`src/rtl/iob_cache_be_mem.sv`:
```
// Back-end memory responder for the cache: IOb native slave serving word reads and
// byte-strobed writes from an external single-port sync RAM, with a programmable ack delay.
module iob_cache_be_mem #(
  parameter int ADDR_W     = 24,
  parameter int DATA_W     = 32,
  parameter int MEM_ADDR_W = 10,
  parameter int ACK_DELAY  = 2,
  parameter int CNT_W      = 16,
  localparam int NBYTES    = DATA_W / 8
) (
  input  logic                  clk_i,
  input  logic                  rst_i,
  input  logic                  iob_avalid_i,
  input  logic [ADDR_W-1:0]     iob_addr_i,
  input  logic [DATA_W-1:0]     iob_wdata_i,
  input  logic [NBYTES-1:0]     iob_wstrb_i,
  output logic                  iob_ready_o,
  output logic                  iob_rvalid_o,
  output logic [DATA_W-1:0]     iob_rdata_o,
  output logic                  mem_en_o,
  output logic [NBYTES-1:0]     mem_we_o,
  output logic [MEM_ADDR_W-1:0] mem_addr_o,
  output logic [DATA_W-1:0]     mem_wdata_o,
  input  logic [DATA_W-1:0]     mem_rdata_i,
  output logic [CNT_W-1:0]      rd_cnt_o,
  output logic [CNT_W-1:0]      wr_cnt_o,
  output logic                  err_o
);

  localparam int OFF_W = $clog2(NBYTES);
  localparam logic [7:0] CNT_INIT = (ACK_DELAY > 0) ? 8'(ACK_DELAY - 1) : 8'd0;

  typedef enum logic [2:0] {
    S_IDLE,
    S_WAIT,
    S_ACC,
    S_RD,
    S_RESP
  } state_t;

  state_t              state_q, state_d;
  logic [7:0]          cnt_q, cnt_d;
  logic                oor_q, oor_d;
  logic [DATA_W-1:0]   rdata_q, rdata_d;
  logic [CNT_W-1:0]    rd_cnt_q, rd_cnt_d;
  logic [CNT_W-1:0]    wr_cnt_q, wr_cnt_d;
  logic                err_q, err_d;

  logic [ADDR_W-1:0]   widx;
  logic                in_range;
  logic                is_wr;

  // Word index keeps full width so the range test sees every upper bit.
  assign widx     = iob_addr_i >> OFF_W;
  assign in_range = (widx >> MEM_ADDR_W) == '0;
  assign is_wr    = |iob_wstrb_i;

  always_comb begin
    state_d     = state_q;
    cnt_d       = cnt_q;
    oor_d       = oor_q;
    rdata_d     = rdata_q;
    rd_cnt_d    = rd_cnt_q;
    wr_cnt_d    = wr_cnt_q;
    err_d       = err_q;
    mem_en_o    = 1'b0;
    mem_we_o    = '0;
    mem_addr_o  = '0;
    mem_wdata_o = '0;

    case (state_q)
      S_IDLE: begin
        if (iob_avalid_i) begin
          state_d = (ACK_DELAY == 0) ? S_ACC : S_WAIT;
          cnt_d   = CNT_INIT;
        end
      end
      S_WAIT: begin
        if (!iob_avalid_i)       state_d = S_IDLE;
        else if (cnt_q == 8'd0)  state_d = S_ACC;
        else                     cnt_d   = cnt_q - 8'd1;
      end
      S_ACC: begin
        mem_en_o   = in_range;
        mem_addr_o = widx[MEM_ADDR_W-1:0];
        oor_d      = !in_range;
        if (!in_range) err_d = 1'b1;
        if (is_wr) begin
          // Out-of-range writes are acknowledged but never reach the RAM.
          mem_we_o    = in_range ? iob_wstrb_i : '0;
          mem_wdata_o = iob_wdata_i;
          if (wr_cnt_q != '1) wr_cnt_d = wr_cnt_q + CNT_W'(1);
          state_d = S_IDLE;
        end else begin
          if (rd_cnt_q != '1) rd_cnt_d = rd_cnt_q + CNT_W'(1);
          state_d = S_RD;
        end
      end
      S_RD: begin
        rdata_d = oor_q ? '0 : mem_rdata_i;
        state_d = S_RESP;
      end
      S_RESP: state_d = S_IDLE;
      default: state_d = S_IDLE;
    endcase
  end

  always_ff @(posedge clk_i) begin
    if (rst_i) begin
      state_q  <= S_IDLE;
      cnt_q    <= '0;
      oor_q    <= 1'b0;
      rdata_q  <= '0;
      rd_cnt_q <= '0;
      wr_cnt_q <= '0;
      err_q    <= 1'b0;
    end else begin
      state_q  <= state_d;
      cnt_q    <= cnt_d;
      oor_q    <= oor_d;
      rdata_q  <= rdata_d;
      rd_cnt_q <= rd_cnt_d;
      wr_cnt_q <= wr_cnt_d;
      err_q    <= err_d;
    end
  end

  assign iob_ready_o  = (state_q == S_ACC);
  assign iob_rvalid_o = (state_q == S_RESP);
  assign iob_rdata_o  = rdata_q;
  assign rd_cnt_o     = rd_cnt_q;
  assign wr_cnt_o     = wr_cnt_q;
  assign err_o        = err_q;

endmodule

```
`config.mk`:
```
export PLATFORM = sky130hd
export DESIGN_NAME = iob_cache_be_mem
export DESIGN_NICKNAME = d
export VERILOG_FILES = /design/src/rtl/iob_cache_be_mem.sv
export SDC_FILE = /design/constraint.sdc
export NUM_CORES = 1
export LEC_CHECK = 0
export BUFFER_PORTS_ARGS = -buffer_cell sky130_fd_sc_hd__buf_2
export CORE_MARGIN = 4
export CORE_UTILIZATION = 25
export CTS_CLUSTER_DIAMETER = 150
export DETAILED_ROUTE_END_ITERATION = 16
export PLACE_DENSITY = 0.59
export SLEW_MARGIN = 20
export SYNTH_ARGS = -nofsm -noshare
export SYNTH_HDL_FRONTEND = slang
export SYNTH_SLANG_ARGS = --single-unit
```
`constraint.sdc`:
```
create_clock -name clk_i -period 2.3 [get_ports clk_i]
set_input_delay 0.345 -clock clk_i [delete_from_list [all_inputs] [get_ports clk_i]]
set_output_delay 0.345 -clock clk_i [all_outputs]
set_load 0.1 [all_outputs]
```
======== Word level (Yosys, flattened, before mapping) ========
Cells that the tools add are included.
word-level totals
  latch bits .............................. 0
  bits in read-only memories .............. 0
  memories kept ........................... 0
  output and inout port bits .............. 114
  register bits after elaboration ......... 77
  word-level logic and storage cells ...... 50
  memory bits (writable) .................. 0
cells by class
  equality and inequality tests ........... 10
  add/sub/neg operators ................... 3
  multipliers ............................. 0
  shift-type cells ........................ 0
  reduce and logical (&&, ||, !) cells .... 11
  multiplexer cells ....................... 17
  bitwise operators ....................... 2
  magnitude comparators ................... 0
  divide/modulo/power cells ............... 0
operators by type and width
  kind                                                                   number
  32-bit two-way mux                                                     3
  16-bit by 1-bit adder with 16-bit output, second input constant        2
  16-bit inequality test, second input constant                          2
  24-bit zero test                                                       1
  8-bit two-way mux                                                      3
  8-bit case mux with 2 select lines                                     1
  4-bit two-way mux                                                      3
  3-bit case mux with 4 select lines                                     1
  10-bit two-way mux                                                     1
  3-bit two-way mux                                                      3
  8-bit zero test                                                        1
  8-bit by 1-bit subtractor with 8-bit output, second input constant     1
  3-bit by 2-bit equality test with 1-bit output, second input constant  2
  2-bit inequality test, second input constant                           3
  3-bit AND reduction                                                    2
  2-bit AND reduction                                                    2
  4-bit AND reduction                                                    1
  4-bit OR reduction                                                     1
  3-bit by 1-bit equality test with 1-bit output, second input constant  1
  3-bit equality test, second input constant                             1
  3-bit zero test                                                        1
  3-bit inequality test, second input constant                           1
  2-bit two-way mux                                                      1
  1-bit NOT                                                              2
  other kinds (3)                                                        3

======== Depth between registers and ports, before layout ========
Gate-level depths: netlist of run 1.
  word-level depth ........................ 4
  mapped depth ............................ 8
  gate-level depth less buffers ........... 6

======== Worst setup path before layout of run 1 ========
No wires, ideal clock.
  path kind ............................... reg-to-output
  from .................................... reg state_q[1]
  to ...................................... out mem_we_o[0]
  buffers on the path ..................... 1
  data arrival time ....................... 3119 ps
  slack ................................... -1164 ps
  required time ........................... 1955 ps
  cell stages (with the launch flop) ...... 5
  path through ............................ dfxtp_1 -> buf_6 -> or3b_4 -> nor2_1 -> and2_1
between the ends
  cells in the longest elaborated chain, start to end .. 2
ends and longest elaborated chain
  item                                            RTL line  source
  start, declared                                 41        state_t state_q, state_d;
  start signal, assigned                          118       state_q <= state_d;
  3-bit by 2-bit equality test with 1-bit output  71        case (state_q)
  4-bit two-way mux                               71
  end, declared                                   21        output logic [NBYTES-1:0] mem_we_o,
No other way between the ends.

======== Worst setup path in the final report of run 1 ========
  from .................................... in iob_wstrb_i[0]
  to ...................................... out mem_wdata_o[26]
between the ends
  cells in the longest elaborated chain, start to end .. 3
ends and longest elaborated chain
  item                RTL line  source
  start, declared     16        input logic [NBYTES-1:0] iob_wstrb_i,
  4-bit OR reduction  56        assign is_wr = |iob_wstrb_i;
  32-bit two-way mux  88        if (is_wr) begin
  32-bit two-way mux  71
  end, declared       23        output logic [DATA_W-1:0] mem_wdata_o,
No other way between the ends.

==> metrics.cfg, run 1 <==
[cells_and_area]
register_area_sq_mm = 0.00158
finalNetCount = 770
fin_cells = 865
fin_util = 0.420
drive_above_1_share = 0.479
multiInputGateArea_sq_mm = 0.00220
design_area_sq_mm = 0.00637
nFillCells = 1501
areaGrowthSynthToFinish_pct = 65.7
diodes = 0

[global_route]
grt_start_max_net_pins = 66
grt_usage = 0.145
first_global_vias = 4038
grt_pass1_wl_um = 20700
grt.overflow.total = 0
antenna_found_initial = 0

[floorplan]
io_pins = 209
dieWidth_um = 132
core-area_sq_mm = 0.0151
rows = 45
die_height_um = 132
start_util = 0.254
fp.dieArea_sq_mm = 0.0174

[critical_path]
critPathTopFamily = simple AND/OR/NAND/NOR gates
slowest_stage = or4_1
worstSetupStartpointType = input pin
critPathMaxFanout = 34
endpoint_kind = output port
path_buf_inv = 4
reg2reg_from = state_q[1]
rr_endpoint = rd_cnt_o[12]
crit_arrival_ns = 1.87
regToRegSetupSlack_ns = 0.18
r2r_cells = 5
max_stage_delay_ns = 0.60
worstSetupPathType = input pin to output port
required_ns = 1.96
crit_chain = buf_2, or4_1, buf_4, buf_6, and3_2, buf_12

[synth]
syn_avg_cell_area_sq_um = 8.14
seq_area_frac_synth = 0.401
netlist_instances = 472
synthAdderAreaFrac = 0.00977
syn-cell-area_sq_mm = 0.00384
syn-num-nets = 570
synth_top_area_cell = dfxtp_1
ys.flop_type = dfxtp_1
ys_seq_elements = 77
synthMuxAreaShare = 0.00879
async_flop_share = 0
ys_top_cells_by_area = dfxtp_1 40%, a21oi_1 8.5%, nor3b_1 6.6%, and3_1 5.5%, or4_1 5.3%
synth_top_area_frac = 0.401
synthSimpleGateAreaFrac = 0.359
synthDistinctLibCells = 40
synth_top_family_by_area = simple AND/OR/NAND/NOR gates
synth_compound_area_frac = 0.166
synth_edf_count = 0
synth_xor_xnor_area_share = 0.00456
yosys_warnings = 0

[place]
hpwl_um = 9790
placed_cells = 848
pre_cts_ws_ns = -0.126
gp_congestion = 0.767
port_buffers = 206
dpl_cell_area_sq_mm = 0.00601

[sta]
period_share = 0.963
setup_slack_ns = 0.0857
fmax_mhz = 452
timing.final.crit_period_ns = 2.21
rsz0062_at_grt = no
slew_viol_final = 0
setup_viol = 0
fin_setup_tns_ns = 0
hold_ws_ns = 0.349
tightest_slew_ns = 0.580
fin_skew_ns = 0.00444
relSlewSlack = 0.610
final-hold-violation-count = 0

[clock_tree]
cts.path.max_buffers = 2
cts.sinks = 77
cts_hold_buf = 0
clock-root-buffer = clkbuf_16
cts_tree = yes
cts-htree-levels = 3
path_clk_slew_ns = 0.06
postCtsSetupBuffers = 0
cts_made_buffers = 9
insertion_delay_ns = 0.34
ctsResizeCount = 0

[hold_path]
min_to = state_q[1]
hp-class = input pin to flip-flop
min_from = iob_avalid_i
holdPathStages = 3

[routing]
dr.pass1.iters = 4
vias = 4297
drt_iter0_drc = 212
detail_route.vias_per_cell = 4.97
final_antenna_net_count = 0
route.detailed.drc = 0
wirelength_um = 13000
wl_per_cell_um = 15.0

[pwr]
swShare = 0.273
switchingPower_mw = 0.952
power_mw = 3.49
leakage_nw = 2.67
power_frac_seq = 0.395
clock_power_share = 0.436
internal_power_mw = 2.53
p_comb_frac = 0.169
pwr_density_cell_mw_per_mm2 = 548
ir_drop_uv = 335

[status]
status = finished clean

[flow_run]
drv_cap = 0

[kinds of logic (layout without fill, tap and decap cells)]
group	after synthesis	in the layout
buffers and inverters	49	254
flip-flops	77	77
AND/OR/NAND/NOR	229	229
multiplexers	3	3
AO/OA/AOI/OAI	109	109
adder cells (fa/ha/maj)	3	3
XOR/XNOR	2	2
[final cells by class]
| class | count | share of cell area |
|---|---|---|
| clock buffer | 10 | 0.0360 |
| timing repair buffer | 227 | 0.313 |
| sequential | 77 | 0.248 |
| multi-input combinational | 346 | 0.346 |
| clock inverter | 6 | 0.0136 |
| inverter | 11 | 0.00707 |
| tap | 188 | 0.0369 |
[cells in the final DEF (no fill, tap or decap), types with 10 or more instances in the layout]
cell	synthesis	layout
and2_4	0	11
buf_12	0	53
and3_2	0	27
nor2_1	50	49
a21oi_1	65	65
clkbuf_16	0	10
o31ai_1	23	23
buf_2	2	158
nand3_1	14	14
or4_1	27	26
inv_1	11	10
dfxtp_2	0	23
nor3b_1	34	33
dfxtp_1	77	52
buf_4	0	14
[layer usage]
layer,share of wire,vias to the layer above,global-route usage,routed length [um]
met2,0.49,155,0.243,6370
met4,0.023,0,0.0653,303
li1,-,2153,-,-
met1,0.41,1971,0.171,5320
met3,0.078,18,0.0424,1010
met5,0,-,0,0
[flip-flops by register name, indices dropped and copies added (netlist names)]
name,count
cnt_q,8
err_o,1
iob_rdata_o,32
oor_q,1
rd_cnt_o,16
state_q,3
wr_cnt_o,16
[how the worst max path moves through the flow]
stage | cells after the start | slack, ns | start | endpoint
2_1_floorplan | 4 | -0.27 | state_q[1] | mem_we_o[0]
3_3_place_gp | 6 | -0.10 | iob_wstrb_i[0] | rd_cnt_o[10]
3_5_place_dp | 6 | -0.13 | iob_wstrb_i[0] | rd_cnt_o[12]
4_1_cts | 6 | 0.03 | iob_wstrb_i[0] | mem_wdata_o[26]
5_1_grt | 5 | 0.03 | state_q[1] | mem_we_o[0]
6_report | 6 | 0.09 | iob_wstrb_i[0] | mem_wdata_o[26]
[cell usage after synthesis, drive strengths merged, types with 2 or more instances]
cell type	count
buf	5
nand4	9
o41ai	2
or3b	4
and4	2
dfxtp	77
nor2	50
a31oi	2
o21ai	9
nor4	11
nand4bb	2
nor2b	2
clkbuf	33
a311oi	2
or3	6
nand2	8
a21oi	65
mux2	3
o31ai	23
ha	3
or4	28
nor3	5
nand3	14
nor3b	34
or2	2
a211oi	2
and2	15
and3	34
nand3b	2
inv	11
xnor2	2
[power by group through the flow]
stage	registers, mW	clock network, mW	logic [mW]
final	1.38	1.52	0.588
after global routing	1.38	1.61	0.631
after CTS	1.38	1.56	0.586
after detailed placement	1.41	0	0.585
after global placement	1.41	0	0.582
after floorplan	1.46	0	0.313
[worst min-delay path, cell delays in order]
cell	delay, ns
buf_2	0.13
nand3b_1	0.07
a2111oi_0	0.08
Note: power is estimated with default switching activity, not from simulation.
==> run 2: changes to the inputs <==
- PLACE_DENSITY: 0.59 -> default
==> run 2 against run 1 <==
Compared with the run above:
- sequential share of layout area fell by 0.12 points
- cell count rose by 0.35%
- design area rose by 0.47%
- via count fell by 1.1%
- routed wire length fell by 1.8%
- count of clock-buffer cells in the layout did not move
- flip-flop and latch count did not move
- global-route usage fell by 0.45 points
- first-iteration DRC count rose by 10%
- die area did not move
- worst hold slack got worse by 0.0014 ns
- critical path depth did not move
==> metrics.cfg, run 2 (synthesis gave the netlist of run 1 again) <==
[status]
status = finished clean

[critical_path]
required_ns = 1.96
worstSetupPathType = input pin to output port
worstSetupStartpointType = input pin
regToRegSetupSlack_ns = 0.14
endpoint_kind = output port
critPathMaxFanout = 34
crit_arrival_ns = 1.88

[global_route]
grt_usage = 0.140
antenna_found_initial = 0
grt_start_max_net_pins = 66
grt.overflow.total = 0
grt_pass1_wl_um = 20200
first_global_vias = 3991

[floorplan]
die_height_um = 132
start_util = 0.254
fp.dieArea_sq_mm = 0.0174
dieWidth_um = 132
rows = 45
io_pins = 209
core-area_sq_mm = 0.0151

[routing]
wirelength_um = 12800
final_antenna_net_count = 0
wl_per_cell_um = 14.7
route.detailed.drc = 0
dr.pass1.iters = 4
drt_iter0_drc = 234
detail_route.vias_per_cell = 4.90
vias = 4250

[cells_and_area]
areaGrowthSynthToFinish_pct = 66.5
fin_cells = 868
finalNetCount = 773
layout_common_cells = 158 x buf_2, 65 x a21oi_1, 53 x buf_12, 52 x dfxtp_1, 49 x nor2_1
fin_util = 0.422
diodes = 0
drive_above_1_share = 0.479
final_common_cell = buf_2
largest_reg_flops = 32

[sta]
fin_setup_tns_ns = 0
final-hold-violation-count = 0
fmax_mhz = 449
tightest_slew_ns = 0.800
rsz0062_at_grt = no
fin_skew_ns = 0.00802
slew_viol_final = 0
relSlewSlack = 0.462
period_share = 0.968
setup_viol = 0
timing.final.crit_period_ns = 2.23

[place]
port_buffers = 206
hpwl_um = 9520
placed_cells = 849
gp_congestion = 0.755

[clock_tree]
cts.sinks = 77
clock-root-buffer = clkbuf_16
cts_tree = yes
cts-htree-levels = 3
cts.path.max_buffers = 2
cts_made_buffers = 9
path_clk_slew_ns = 0.06
insertion_delay_ns = 0.34

[pwr]
ir_drop_uv = 311
leakage_nw = 2.70
pwr_density_cell_mw_per_mm2 = 558

[hold_path]
hp-class = input pin to flip-flop

[flow_run]
drv_cap = 0

## run 2: layout make-up
type	count	area, sq um
clock inverter	6	91.3
multi-input combinational	346	2200
fill	1519	8750
clock buffer	10	239
tap	188	235
timing repair buffer	230	2020
inverter	11	43.8
sequential	77	1580
## run 2: power breakdown
group / switching [mW] / internal (mW) / leakage [nW]
Sequential: 0.0221 / 1.36 / 0.635
Clock: 0.613 / 0.989 / 0.160
Combinational: 0.358 / 0.231 / 1.91
Total: 0.993 / 2.58 / 2.70
## run 2: path summary, 6_finish.rpt
| kind | startpoint | endpoint | cells after the start |
|---|---|---|---|
| worst max-delay path | iob_wstrb_i[0] | mem_wdata_o[13] | 6 |
| worst min-delay path | iob_avalid_i | state_q[1] | 3 |
| worst min register to register | wr_cnt_o[14] | wr_cnt_o[14] | 2 |
| worst max register to register | state_q[2] | wr_cnt_o[15] | 4 |
## run 2: through the flow
step | power (mW) | setup slack (ns) | hold slack (ns) | instance area, sq um
after floorplan | 1.77 | -0.267 | 0.460 | 3970
after global placement | 1.99 | -0.192 | 0.460 | 6020
after detailed placement | 1.99 | -0.236 | 0.464 | 6020
after CTS | 3.61 | 0.00527 | 0.332 | 6360
after global routing | 3.71 | 0.0151 | 0.356 | 6400
final | 3.57 | 0.0740 | 0.348 | 6400
## run 2: metal layers
metal  global-route usage  vias up  routed length [um]
met3               0.0462       10                 974
met4               0.0438        0                 165
met2                0.241      131                6240
met5                    0        -                   0
met1                0.165     1947                5370
li1                     -     2162                   -
## run 2: timing repair
| action | 4_1_cts | 5_1_grt |
|---|---|---|
| endpoints found under the hold margin | 0 | 0 |
| setup buffers | 0 | 2 |
| setup endpoints to repair | 9 | 10 |
| gates resized for setup | 2 | 1 |
| cloned | 0 | 1 |
| hold buffers | 0 | 0 |
| pin swaps | 1 | 1 |
## run 2: worst max-delay path, cell delays in order
cell	delay (ns)
buf_2	0.11
or4_1	0.58
buf_4	0.19
buf_4	0.21
and3_2	0.27
buf_12	0.17
